$ cat src/rtl/otter_mmio_hub.sv
// otter_mmio_hub
// Memory-mapped I/O hub between the OTTER MCU IOBUS and board peripherals.
// Slot k lives at BASE + (k << SLOT_SH). The map is laid out as follows:
//   slots 0..N_IN-1          synchronised input channels (read only)
//   slots N_IN..N_IN+N_OUT-1 output registers with a one-cycle write strobe
//   slot  S = N_IN+N_OUT     IRQ_PEND (read, write-1-to-clear)
//   slot  S+1                IRQ_MASK (read/write)
// Any other address reads as 0 and ignores writes.
//
// Ports:
//   CLK, RST_N      MCU clock, asynchronous active-low reset
//   IOBUS_ADDR      bus address
//   IOBUS_OUT       write data from the MCU
//   IOBUS_WR        write enable
//   IOBUS_IN        combinational read data to the MCU
//   IN_DATA         raw peripheral inputs, channel i = [i*W +: W]
//   OUT_DATA        output registers, channel j = [j*W +: W]
//   OUT_STB         per-slot write strobe, high for the cycle after a write
//   IRQ             registered interrupt request (pending & mask)
//
// Build option:
//   MMIO_HUB_SYNC_EN  defined   : two-flop synchroniser on every IN_DATA bit
//                     undefined : single register stage on IN_DATA
module otter_mmio_hub #(
    parameter int          N_OUT   = 4,
    parameter int          N_IN    = 2,
    parameter int          W       = 16,
    parameter logic [31:0] BASE    = 32'h1100_0000,
    parameter int          SLOT_SH = 18
) (
    input  logic                CLK,
    input  logic                RST_N,
    input  logic [31:0]         IOBUS_ADDR,
    input  logic [31:0]         IOBUS_OUT,
    input  logic                IOBUS_WR,
    output logic [31:0]         IOBUS_IN,
    input  logic [N_IN*W-1:0]   IN_DATA,
    output logic [N_OUT*W-1:0]  OUT_DATA,
    output logic [N_OUT-1:0]    OUT_STB,
    output logic                IRQ
);

    localparam int          S        = N_IN + N_OUT;
    localparam logic [31:0] LOW_MASK = (32'd1 << SLOT_SH) - 32'd1;

    // Address decode: the offset from BASE must be an exact multiple of the
    // slot spacing. Addresses below BASE wrap to a huge slot number and fall
    // out of range naturally.
    logic [31:0] offset;
    logic [31:0] slot;
    logic        mapped;

    assign offset = IOBUS_ADDR - BASE;
    assign slot   = offset >> SLOT_SH;
    assign mapped = ((offset & LOW_MASK) == 32'd0) && (slot < 32'(S + 2));

    // Only IOBUS_OUT[W-1:0] is stored by output slots.
    logic unused_bits;
    assign unused_bits = ^IOBUS_OUT;

    logic [N_IN*W-1:0]  sync_q, sync_d;
`ifdef MMIO_HUB_SYNC_EN
    logic [N_IN*W-1:0]  meta_q, meta_d;
`endif
    logic [N_IN-1:0]    prev_q, prev_d;
    logic [N_IN-1:0]    pend_q, pend_d;
    logic [N_IN-1:0]    mask_q, mask_d;
    logic               irq_q, irq_d;
    logic [N_OUT*W-1:0] out_data_q, out_data_d;
    logic [N_OUT-1:0]   out_stb_q, out_stb_d;

    logic [N_IN-1:0]    in_bit0;
    logic [N_IN-1:0]    rise;
    logic [N_IN-1:0]    clr;
    logic               wr_ok;

    // Input capture stage(s) ahead of everything that looks at IN_DATA.
    always_comb begin
`ifdef MMIO_HUB_SYNC_EN
        meta_d = IN_DATA;
        sync_d = meta_q;
`else
        sync_d = IN_DATA;
`endif
    end

    // Next-state logic. Edge detection uses bit 0 of each synchronised
    // channel; a new rising edge overrides a W1C of the same bit.
    always_comb begin
        in_bit0    = '0;
        out_data_d = out_data_q;
        out_stb_d  = '0;
        mask_d     = mask_q;
        clr        = '0;
        wr_ok      = IOBUS_WR && mapped;
        for (int i = 0; i < N_IN; i++) begin
            in_bit0[i] = sync_q[i*W];
        end
        rise   = in_bit0 & ~prev_q;
        prev_d = in_bit0;
        for (int j = 0; j < N_OUT; j++) begin
            if (wr_ok && (slot == 32'(N_IN + j))) begin
                out_data_d[j*W +: W] = IOBUS_OUT[W-1:0];
                out_stb_d[j]         = 1'b1;
            end
        end
        if (wr_ok && (slot == 32'(S))) begin
            clr = IOBUS_OUT[N_IN-1:0];
        end
        if (wr_ok && (slot == 32'(S + 1))) begin
            mask_d = IOBUS_OUT[N_IN-1:0];
        end
        pend_d = (pend_q & ~clr) | rise;
        irq_d  = |(pend_q & mask_q);
    end

    // All state clears on reset, so a write in flight when RST_N drops is lost.
    always_ff @(posedge CLK or negedge RST_N) begin
        if (!RST_N) begin
`ifdef MMIO_HUB_SYNC_EN
            meta_q     <= '0;
`endif
            sync_q     <= '0;
            prev_q     <= '0;
            pend_q     <= '0;
            mask_q     <= '0;
            irq_q      <= 1'b0;
            out_data_q <= '0;
            out_stb_q  <= '0;
        end else begin
`ifdef MMIO_HUB_SYNC_EN
            meta_q     <= meta_d;
`endif
            sync_q     <= sync_d;
            prev_q     <= prev_d;
            pend_q     <= pend_d;
            mask_q     <= mask_d;
            irq_q      <= irq_d;
            out_data_q <= out_data_d;
            out_stb_q  <= out_stb_d;
        end
    end

    // Read mux, zero-extended to the bus width.
    always_comb begin
        IOBUS_IN = '0;
        if (mapped) begin
            for (int i = 0; i < N_IN; i++) begin
                if (slot == 32'(i)) IOBUS_IN[W-1:0] = sync_q[i*W +: W];
            end
            for (int j = 0; j < N_OUT; j++) begin
                if (slot == 32'(N_IN + j)) IOBUS_IN[W-1:0] = out_data_q[j*W +: W];
            end
            if (slot == 32'(S))     IOBUS_IN[N_IN-1:0] = pend_q;
            if (slot == 32'(S + 1)) IOBUS_IN[N_IN-1:0] = mask_q;
        end
    end

    assign OUT_DATA = out_data_q;
    assign OUT_STB  = out_stb_q;
    assign IRQ      = irq_q;

endmodule

$ cat config.mk
export PLATFORM = sky130hd
export DESIGN_NAME = otter_mmio_hub
export DESIGN_NICKNAME = d
export VERILOG_FILES = /design/src/rtl/otter_mmio_hub.sv
export SDC_FILE = /design/constraint.sdc
export NUM_CORES = 1
export LEC_CHECK = 0
export CORE_MARGIN = 4
export CORE_UTILIZATION = 48
export CTS_BUF_LIST = sky130_fd_sc_hd__clkbuf_4
export CTS_CLUSTER_SIZE = 24
export DETAILED_ROUTE_END_ITERATION = 12
export GPL_TIMING_DRIVEN = 0
export PLACE_DENSITY = 0.95
export SLEW_MARGIN = 30
export SYNTH_ARGS = -nofsm -noshare
export SYNTH_HDL_FRONTEND = slang
export SYNTH_SLANG_ARGS = --single-unit
$ cat constraint.sdc
create_clock -name CLK -period 5.54 [get_ports CLK]
set_input_delay 1.108 -clock CLK [delete_from_list [all_inputs] [get_ports CLK]]
set_output_delay 1.108 -clock CLK [all_outputs]
set_load 0.05 [all_outputs]
Word-level counts from Yosys, hierarchy flattened
Index checks and enable logic that the tools add are counted.
- add/sub/neg operators: 1
- $lt $le $gt $ge: 1
- bitwise logic cells: 6
- shifts and indexed selects: 0
- muxes and demuxes: 14
- reduce and logical (&&, ||, !) cells: 11
- multipliers: 0
- eq/ne operators: 7
- div/mod/pow operators: 0
- operators by type and width (kind ; count):
    16-bit two-way mux ; 7
    32-bit zero test ; 2
    14-bit by 3-bit equality test with 1-bit output (second input constant) ; 4
    32-bit by 29-bit subtractor with 32-bit output (second input constant) ; 1
    14-bit by 2-bit equality test with 1-bit output (second input constant) ; 2
    14-bit by 1-bit equality test with 1-bit output (second input constant) ; 1
    14-bit by 4-bit less-than comparator with 1-bit output (second input constant) ; 1
    1-bit logical AND ; 8
    2-bit AND ; 3
    2-bit two-way mux ; 3
    1-bit two-way mux ; 4
    2-bit NOT ; 2
    2-bit OR ; 1
    2-bit OR reduction ; 1
- memories: 0
- latch bits: 0
- bits in writable memories: 0
- output and inout bits: 101
- register bits: 107
- logic and storage cells: 50
- memory bits (read-only): 0

Depth between registers and ports, before layout
Gate-level depths: netlist of the first run.
- word-level depth: 11
- gate-level depth with buffers: 8

Worst setup path before layout of the first run
OpenSTA, ideal clock, no wires.
- path type: input to output
- start point: input port IOBUS_ADDR[10]
- end point: output port IOBUS_IN[10]
- path slack: 526 ps
- cell stages on the path: 6
- arrival time: 3906 ps
- path through: or4_1 or4_1 nor4_1 clkbuf_1 o221ai_1 a21oi_1
- longest elaborated chain between the ends: 9
- ends and longest elaborated chain (element ; RTL line ; text):
    start, declared ; 33 ; input logic [31:0] IOBUS_ADDR,
    32-bit by 29-bit subtractor with 32-bit output (*) ; 53 ; assign offset = IOBUS_ADDR - BASE;
    32-bit zero test ; 149 ; if (slot == 32'(i)) IOBUS_IN[W-1:0] = sync_q[i*W +: W];
    16-bit two-way mux (2 in a row) ; 149 ;
    16-bit two-way mux (4 in a row) ; 152 ; if (slot == 32'(N_IN + j)) IOBUS_IN[W-1:0] = out_data_q[j*W +: W];
    16-bit two-way mux (*) ; 147 ; if (mapped) begin
    end, declared ; 36 ; output logic [31:0] IOBUS_IN,
Every way passes the cells marked *; elsewhere a longest branch is shown, timed or not.

Worst setup path in the final report of the first run
- start point: input port IOBUS_ADDR[21]
- end point: output port IOBUS_IN[14]
Same word-level chain as after synthesis.

==> flow_summary.json, run 1 <==
{
  "clk_pin_slew_ns": 0.16,
  "netlist_instances": 409,
  "syn-cell-area_sq_um": 4810,
  "synth_edf_count": 0,
  "final-seq-area_sq_um": 2680,
  "slew_headroom_pct": 46.8,
  "finClkSkew_ns": 0.0158,
  "rsz0062_at_grt": "false",
  "area_growth_pct": 43.0,
  "powerDensity_nw_per_um2": 204,
  "fill_cells": 699,
  "yosysTopAreaCell": "dfrtp_1",
  "dp_cells": 723,
  "status": "finished, final reports clean",
  "cp_top_family": "buffers and inverters",
  "ys_top_cells_by_count": "dfrtp_1 (107), mux2_2 (56), o21ai_0 (29)",
  "cpPeakStageDelay_ns": 0.57,
  "endpoint_kind": "output port",
  "core_sq_um": 9770,
  "cts_tree": "yes",
  "multi_input_area_sq_um": 1970,
  "grt_overflow": 0,
  "grt_pass1_wl_um": 22600,
  "p_total_uw": 1400,
  "grt_pass1_vias": 4294,
  "ys_async_sr_fraction_pct": 100,
  "layout.cells.non_filler": 739,
  "ioPinCount": 200,
  "clockBufferDepth": 2,
  "row_count": 36,
  "die_x_um": 108,
  "setup_viol": 0,
  "r2r_cells": 3,
  "hold_path_class": "register to register",
  "synth_seq_cells": 107,
  "nNetsFinal": 700,
  "startpoint_type": "primary input",
  "slew_violations": 0,
  "worstSetupPathType": "primary input to output port",
  "crit_required_ns": 4.43,
  "postRouteAntennaNets": 0,
  "route.detailed.drc": 0,
  "place_ws_ns": -0.551,
  "cts.sinks": 107,
  "static-leakage-power_uw": 0.00307,
  "netlist.area_leader.share_pct": 55.6,
  "min_period_over_period_pct": 97.0,
  "drt_iter0_markers": 249,
  "drive_gt1_share_pct": 18.5,
  "vias": 4126,
  "ys_seq_area_share_pct": 55.6,
  "clock_tree.root_cell": "clkbuf_4",
  "arrival_ns": 4.27,
  "ys_types": 40,
  "wl_per_cell_um": 19.6,
  "syn_avg_cell_area_sq_um": 11.8,
  "crit_slowest_cell": "clkdlybuf4s50_1",
  "antenna_found_initial": 0,
  "synth-warning-count": 0,
  "port_buffers": 165,
  "yosys-top-cells-area": "dfrtp_1 (56%), mux2_2 (13%), o21ai_0 (3.0%), nor3_1 (2.8%), buf_4 (2.7%)",
  "cts.htree.levels": 3,
  "maxCapViolCount": 0,
  "start_util_pct": 49.2,
  "utilization_pct": 70.4,
  "cp_num_cells": 8,
  "grt_max_degree": 61,
  "finalCriticalPeriod_ns": 5.37,
  "hold_viol_final": 0,
  "place_congestion": 0.909,
  "hpwl_um": 11300,
  "fmax_ghz": 0.186,
  "post-cts-setup-buffers": 0,
  "finalSetupTns_ns": 0,
  "crit_buf_inv": 3,
  "ys.flop_type": "dfrtp_1",
  "drtPass1Iterations": 5,
  "crit_chain": "clkdlybuf4s50_1 -> or4_1 -> or4_1 -> nor4_4 -> clkbuf_2 -> o211ai_1 -> a21oi_1 -> dlygate4sd2_1",
  "cts_hold_buf": 0,
  "ir_drop_mv": 0.149,
  "min_path_cells": 0,
  "fp.dieH_um": 108,
  "num_antenna_cells": 0,
  "postLayoutSetupSlackWorst_ns": 0.165,
  "via_per_inst": 5.58,
  "clk-insertion-delay-late_ns": 0.46,
  "crit_top_cell": "or4_1",
  "yosysMostFrequentCell": "dfrtp_1",
  "grt_usage_pct": 25.2,
  "die-area_sq_um": 11700,
  "tightest_slew_ns": 0.787,
  "numCtsBuffers": 9,
  "crit_fanout": 10,
  "drt-total-wl_um": 14500
}
==> final timing paths <==
| kind | start | endpoint | slack, ns |
|---|---|---|---|
| setup / recovery | IOBUS_ADDR[21] | IOBUS_IN[14] | 0.17 |
| hold / removal | sync_q[0] | prev_q[0] | 0.45 |
| setup reg to reg | prev_q[0] | pend_q[0] | 4.66 |
| hold reg to reg | sync_q[0] | prev_q[0] | 0.45 |
| max in group asynchronous | RST_N | sync_q[16] | 4.34 |
| min in group asynchronous | RST_N | sync_q[11] | 0.59 |
==> placed cells by master, fill, tap and decap left out, types with 16 or more instances in the layout <==
cell             synthesis  layout
buf_4                   17      17
nand2_1                 22      22
conb_1                   1      16
o21ai_0                 29      29
clkbuf_1                18      16
a21oi_1                 16      16
dfrtp_1                107     107
clkdlybuf4s50_1          0     148
mux2_2                  56      56
nor3_1                  27      27
==> flip-flops by register name, summed over array words and instances (netlist names) <==
signal    count
pend_q        2
prev_q        2
IRQ           1
sync_q       32
OUT_STB       4
mask_q        2
OUT_DATA     64
==> routing by layer <==
| metal | global-route usage (%) | vias to the layer above | part of all wire, % |
|---|---|---|---|
| met3 | 7.28 | 35 | 10 |
| li1 | - | 1850 | - |
| met5 | 0 | - | 0 |
| met4 | 9.38 | 0 | 2.9 |
| met1 | 30.5 | 2012 | 37 |
| met2 | 42.9 | 229 | 50 |
==> cells by family (layout without fill, tap and decap cells) <==
| logic type | count (synthesis) | count (layout) | synth area share (%) |
|---|---|---|---|
| multiplexers | 69 | 69 | 16.3 |
| other | 1 | 16 | 0.0779 |
| buffers and inverters | 45 | 227 | 5.07 |
| AO/OA/AOI/OAI | 82 | 82 | 10.7 |
| flip-flops | 107 | 107 | 55.6 |
| AND/OR/NAND/NOR | 105 | 105 | 12.2 |
==> power by group <==
group / switching, uW / leakage, uW / internal, uW
logic: 84.0 / 0.00158 / 73.9
registers: 4.60 / 0.00141 / 794
clock network: 258 / 0.0000830 / 189
==> worst register-to-register path, stage by stage, from the launching register on <==
cell and delay, ns:
dfrtp_1 0.39, nand2b_1 0.15, nor2b_1 0.13, a31oi_1 0.15
==> cell type report <==
cell class,instances,share of cell area (%)
inverters,5,0.273
clock buffers,10,1.09
flip-flops and latches,107,38.9
clock inverters,6,1.29
plain buffers,40,3.31
repair buffers,166,24.0
multi-input cells,272,28.7
well taps,133,2.42
==> repair_timing <==
item | 4_1_cts | 5_1_grt
gates resized for setup | 14 | 23
pin swaps | 0 | 0
endpoints found under the setup margin | 16 | 16
==> per-stage QoR <==
stage / hold WS (ns) / cell area [sq um]
6_report: 0.454 / 6880
5_1_grt: 0.460 / 6880
4_1_cts: 0.454 / 6890
3_3_place_gp: 0.391 / 6690
2_1_floorplan: 0.370 / 4870
3_5_place_dp: 0.420 / 6720
Power figures use the tool's default switching activity.
==> run 2, diff against run 1 <==
CORE_UTILIZATION = 40   (was 48)
PLACE_DENSITY = 0.87   (was 0.95)
clock period = 4.3 ns   (was 5.54 ns; I/O delays follow)
==> run 2 against run 1 <==
  * First-iteration DRC count down 2.8%
  * Non-clock buffer count up 4
  * Critical endpoint is now IOBUS_IN[13]
  * Cell count rose by 1.9%
  * Utilization fell by 10 points
  * Die area increased by 18%
  * Total power rose by 26%
  * Largest power group unchanged
  * Global-route usage shrank 2.4 points
  * Largest cell class unchanged
  * Clock power increased by 18%
  * Combinational power is 34% higher
  * Flip-flop and latch count stayed put
  * Final area up 1.9%
  * Critical path depth up 2
==> flow_summary.json, run 2 (synthesis results as in run 1) <==
{
  "status": "finished, final reports clean",
  "drt-total-wl_um": 15800,
  "multi_input_area_sq_um": 2070,
  "crit_fanout": 7,
  "r2r_start": "prev_q[1]",
  "crit_top_cell": "buf_6",
  "maxCapViolCount": 0,
  "worstSetupPathType": "primary input to output port",
  "stdcell_area_sq_um": 7010,
  "tightest_slew_ns": 0.721,
  "row_count": 39,
  "p_seq_share_pct": 58.1,
  "p_sw_uw": 465,
  "utilization_pct": 60.4,
  "powerDensity_nw_per_um2": 252,
  "cellInternalPower_uw": 1300,
  "dpl-instance-area_sq_um": 6790,
  "grt_overflow": 0,
  "clkPwrFrac_pct": 29.9,
  "clock_tree.root_cell": "clkbuf_4",
  "clockBufferDepth": 2,
  "port_buffers": 165,
  "drive_gt1_share_pct": 23.9,
  "num_antenna_cells": 0,
  "route.met2.wl_um": 7660,
  "slew_headroom_pct": 51.9,
  "top_layer": "met4",
  "postLayoutSetupSlackWorst_ns": 0.107,
  "via_per_inst": 5.67,
  "start_util_pct": 41.4,
  "place_ws_ns": -1.48,
  "min_period_over_period_pct": 97.5,
  "nNetsFinal": 704,
  "rsz0062_at_grt": "false",
  "setup_viol": 0,
  "hold_viol_final": 0,
  "reg2reg_to": "pend_q[1]",
  "vias": 4266,
  "r2r_slack_ns": 3.39,
  "static-leakage-power_uw": 0.00302,
  "die-area_sq_um": 13800,
  "drt_iter0_markers": 242,
  "grt_pass1_wl_um": 24900,
  "hpwl_um": 11800,
  "route.detailed.drc": 0,
  "fill_cells": 932,
  "grt_pass1_vias": 4481,
  "fmax_ghz": 0.238,
  "endpoint_kind": "output port",
  "drtPass1Iterations": 5,
  "grt_max_degree": 57,
  "mostFrequentLayoutCell": "clkdlybuf4s50_1",
  "r2r_cells": 3,
  "combPwrFrac_pct": 12.0,
  "ioPinCount": 200,
  "largest_reg_flops": 64,
  "clk_pin_slew_ns": 0.15,
  "finalCriticalPeriod_ns": 4.19,
  "p_total_uw": 1770,
  "grt_usage_pct": 22.8,
  "slew_violations": 0,
  "crit_required_ns": 3.44,
  "cts_hold_buf": 0,
  "arrival_ns": 3.33,
  "postRouteAntennaNets": 0,
  "fp.dieH_um": 118,
  "startpoint_type": "primary input",
  "mostFrequentLayoutCells": "clkdlybuf4s50_1 (147), dfrtp_1 (107), mux2_2 (56)",
  "wl_per_cell_um": 21.0,
  "cpPeakStageDelay_ns": 0.55,
  "cts.htree.levels": 3,
  "dr_wl_met3_um": 1390,
  "m1WireLength_um": 6460,
  "crit_slowest_cell": "or4b_4",
  "clk-insertion-delay-late_ns": 0.46,
  "core_sq_um": 11600,
  "area_growth_pct": 45.7,
  "cts_tree": "yes",
  "hold_path_class": "primary input to asynchronous set/reset pin",
  "crit_chain": "clkdlybuf4s50_1 -> or4b_4 -> buf_6 -> or2_4 -> nor4_4 -> buf_6 -> clkbuf_4 -> o221ai_1 -> a21oi_2 -> buf_4",
  "swShare_pct": 26.3,
  "place_congestion": 0.887,
  "antenna_found_initial": 0,
  "cts.sinks": 107,
  "finClkSkew_ns": 0.000892,
  "ir_drop_mv": 0.170,
  "die_x_um": 118,
  "final-seq-area_sq_um": 2680,
  "numCtsBuffers": 9
}
-- run 2: changes by cell type in the layout (fill, tap and decap cells not counted), sizes merged --
cell | before | now
clkbuf | 36 | 28
clkdlybuf4s50 | 148 | 147
clkinv | 2 | 3
inv | 5 | 8
clkinvlp | 2 | 0
dlymetal6s2s | 6 | 0
bufinv | 2 | 1
buf | 24 | 43
dlygate4sd2 | 2 | 1
-- run 2: repair_timing --
action                     4_1_cts  5_1_grt
gates cloned                     1        0
gates resized for setup        106       18
pin swaps                        1        3
buffers inserted                 3        0
setup endpoints to repair       16       16
-- run 2: power by group through the flow --
stage | clock [uW] | combinational, uW | sequential (uW)
global route | 568 | 228 | 1030
finish | 528 | 212 | 1030
CTS | 535 | 209 | 1030
detailed placement | 0 | 206 | 1050
floorplan | 0 | 81.6 | 1040
global placement | 0 | 198 | 1050
-- run 2: metal layers --
metal	vias to the layer above	track usage, %
li1	1872	-
met1	2128	28.5
met2	245	38.3
met3	21	6.30
met4	0	7.40
met5	-	0
-- run 2: worst max-delay path: cells and delay by family --
kind                   cells  cell delay, ns
buffers and inverters      5            1.14
AND/OR/NAND/NOR            3            1.03
AO/OA/AOI/OAI              2            0.29
-- run 2: how the worst max path moves through the flow --
stage | from | endpoint | slack, ns | cells past startpoint
CTS | IOBUS_ADDR[10] | IOBUS_IN[9] | 0.006 | 9
floorplan | IOBUS_ADDR[10] | IOBUS_IN[0] | 0.01 | 5
global placement | IOBUS_ADDR[24] | IOBUS_IN[11] | -1.78 | 8
global route | IOBUS_ADDR[30] | IOBUS_IN[1] | 0.02 | 10
detailed placement | IOBUS_ADDR[24] | IOBUS_IN[5] | -1.48 | 8
finish | IOBUS_ADDR[30] | IOBUS_IN[13] | 0.11 | 10
-- run 2: stage by stage --
stage	setup TNS [ns]	std cells	hold WS (ns)
2_1_floorplan	0	424	0.370
3_3_place_gp	-171.38	732	0.393
3_5_place_dp	-20.76	733	0.394
4_1_cts	0	753	0.343
5_1_grt	0	753	0.369
6_report	0	753	0.348
-- run 2: cell type report --
cell class / count / share of cell area [%]
inverters: 5 / 0.268
plain buffers: 40 / 3.55
repair buffers: 170 / 23.9
well taps: 143 / 2.55
clock buffers: 9 / 0.964
multi-input cells: 272 / 29.5
clock inverters: 7 / 1.05
flip-flops and latches: 107 / 38.2
==> run 3, diff against run 2 <==
CTS_CLUSTER_DIAMETER = 200   (was unset)
CTS_CLUSTER_SIZE = 14   (was 24)
==> results of run 3 <==
The final DEF is identical to that of run 2; final timing and power are the same.
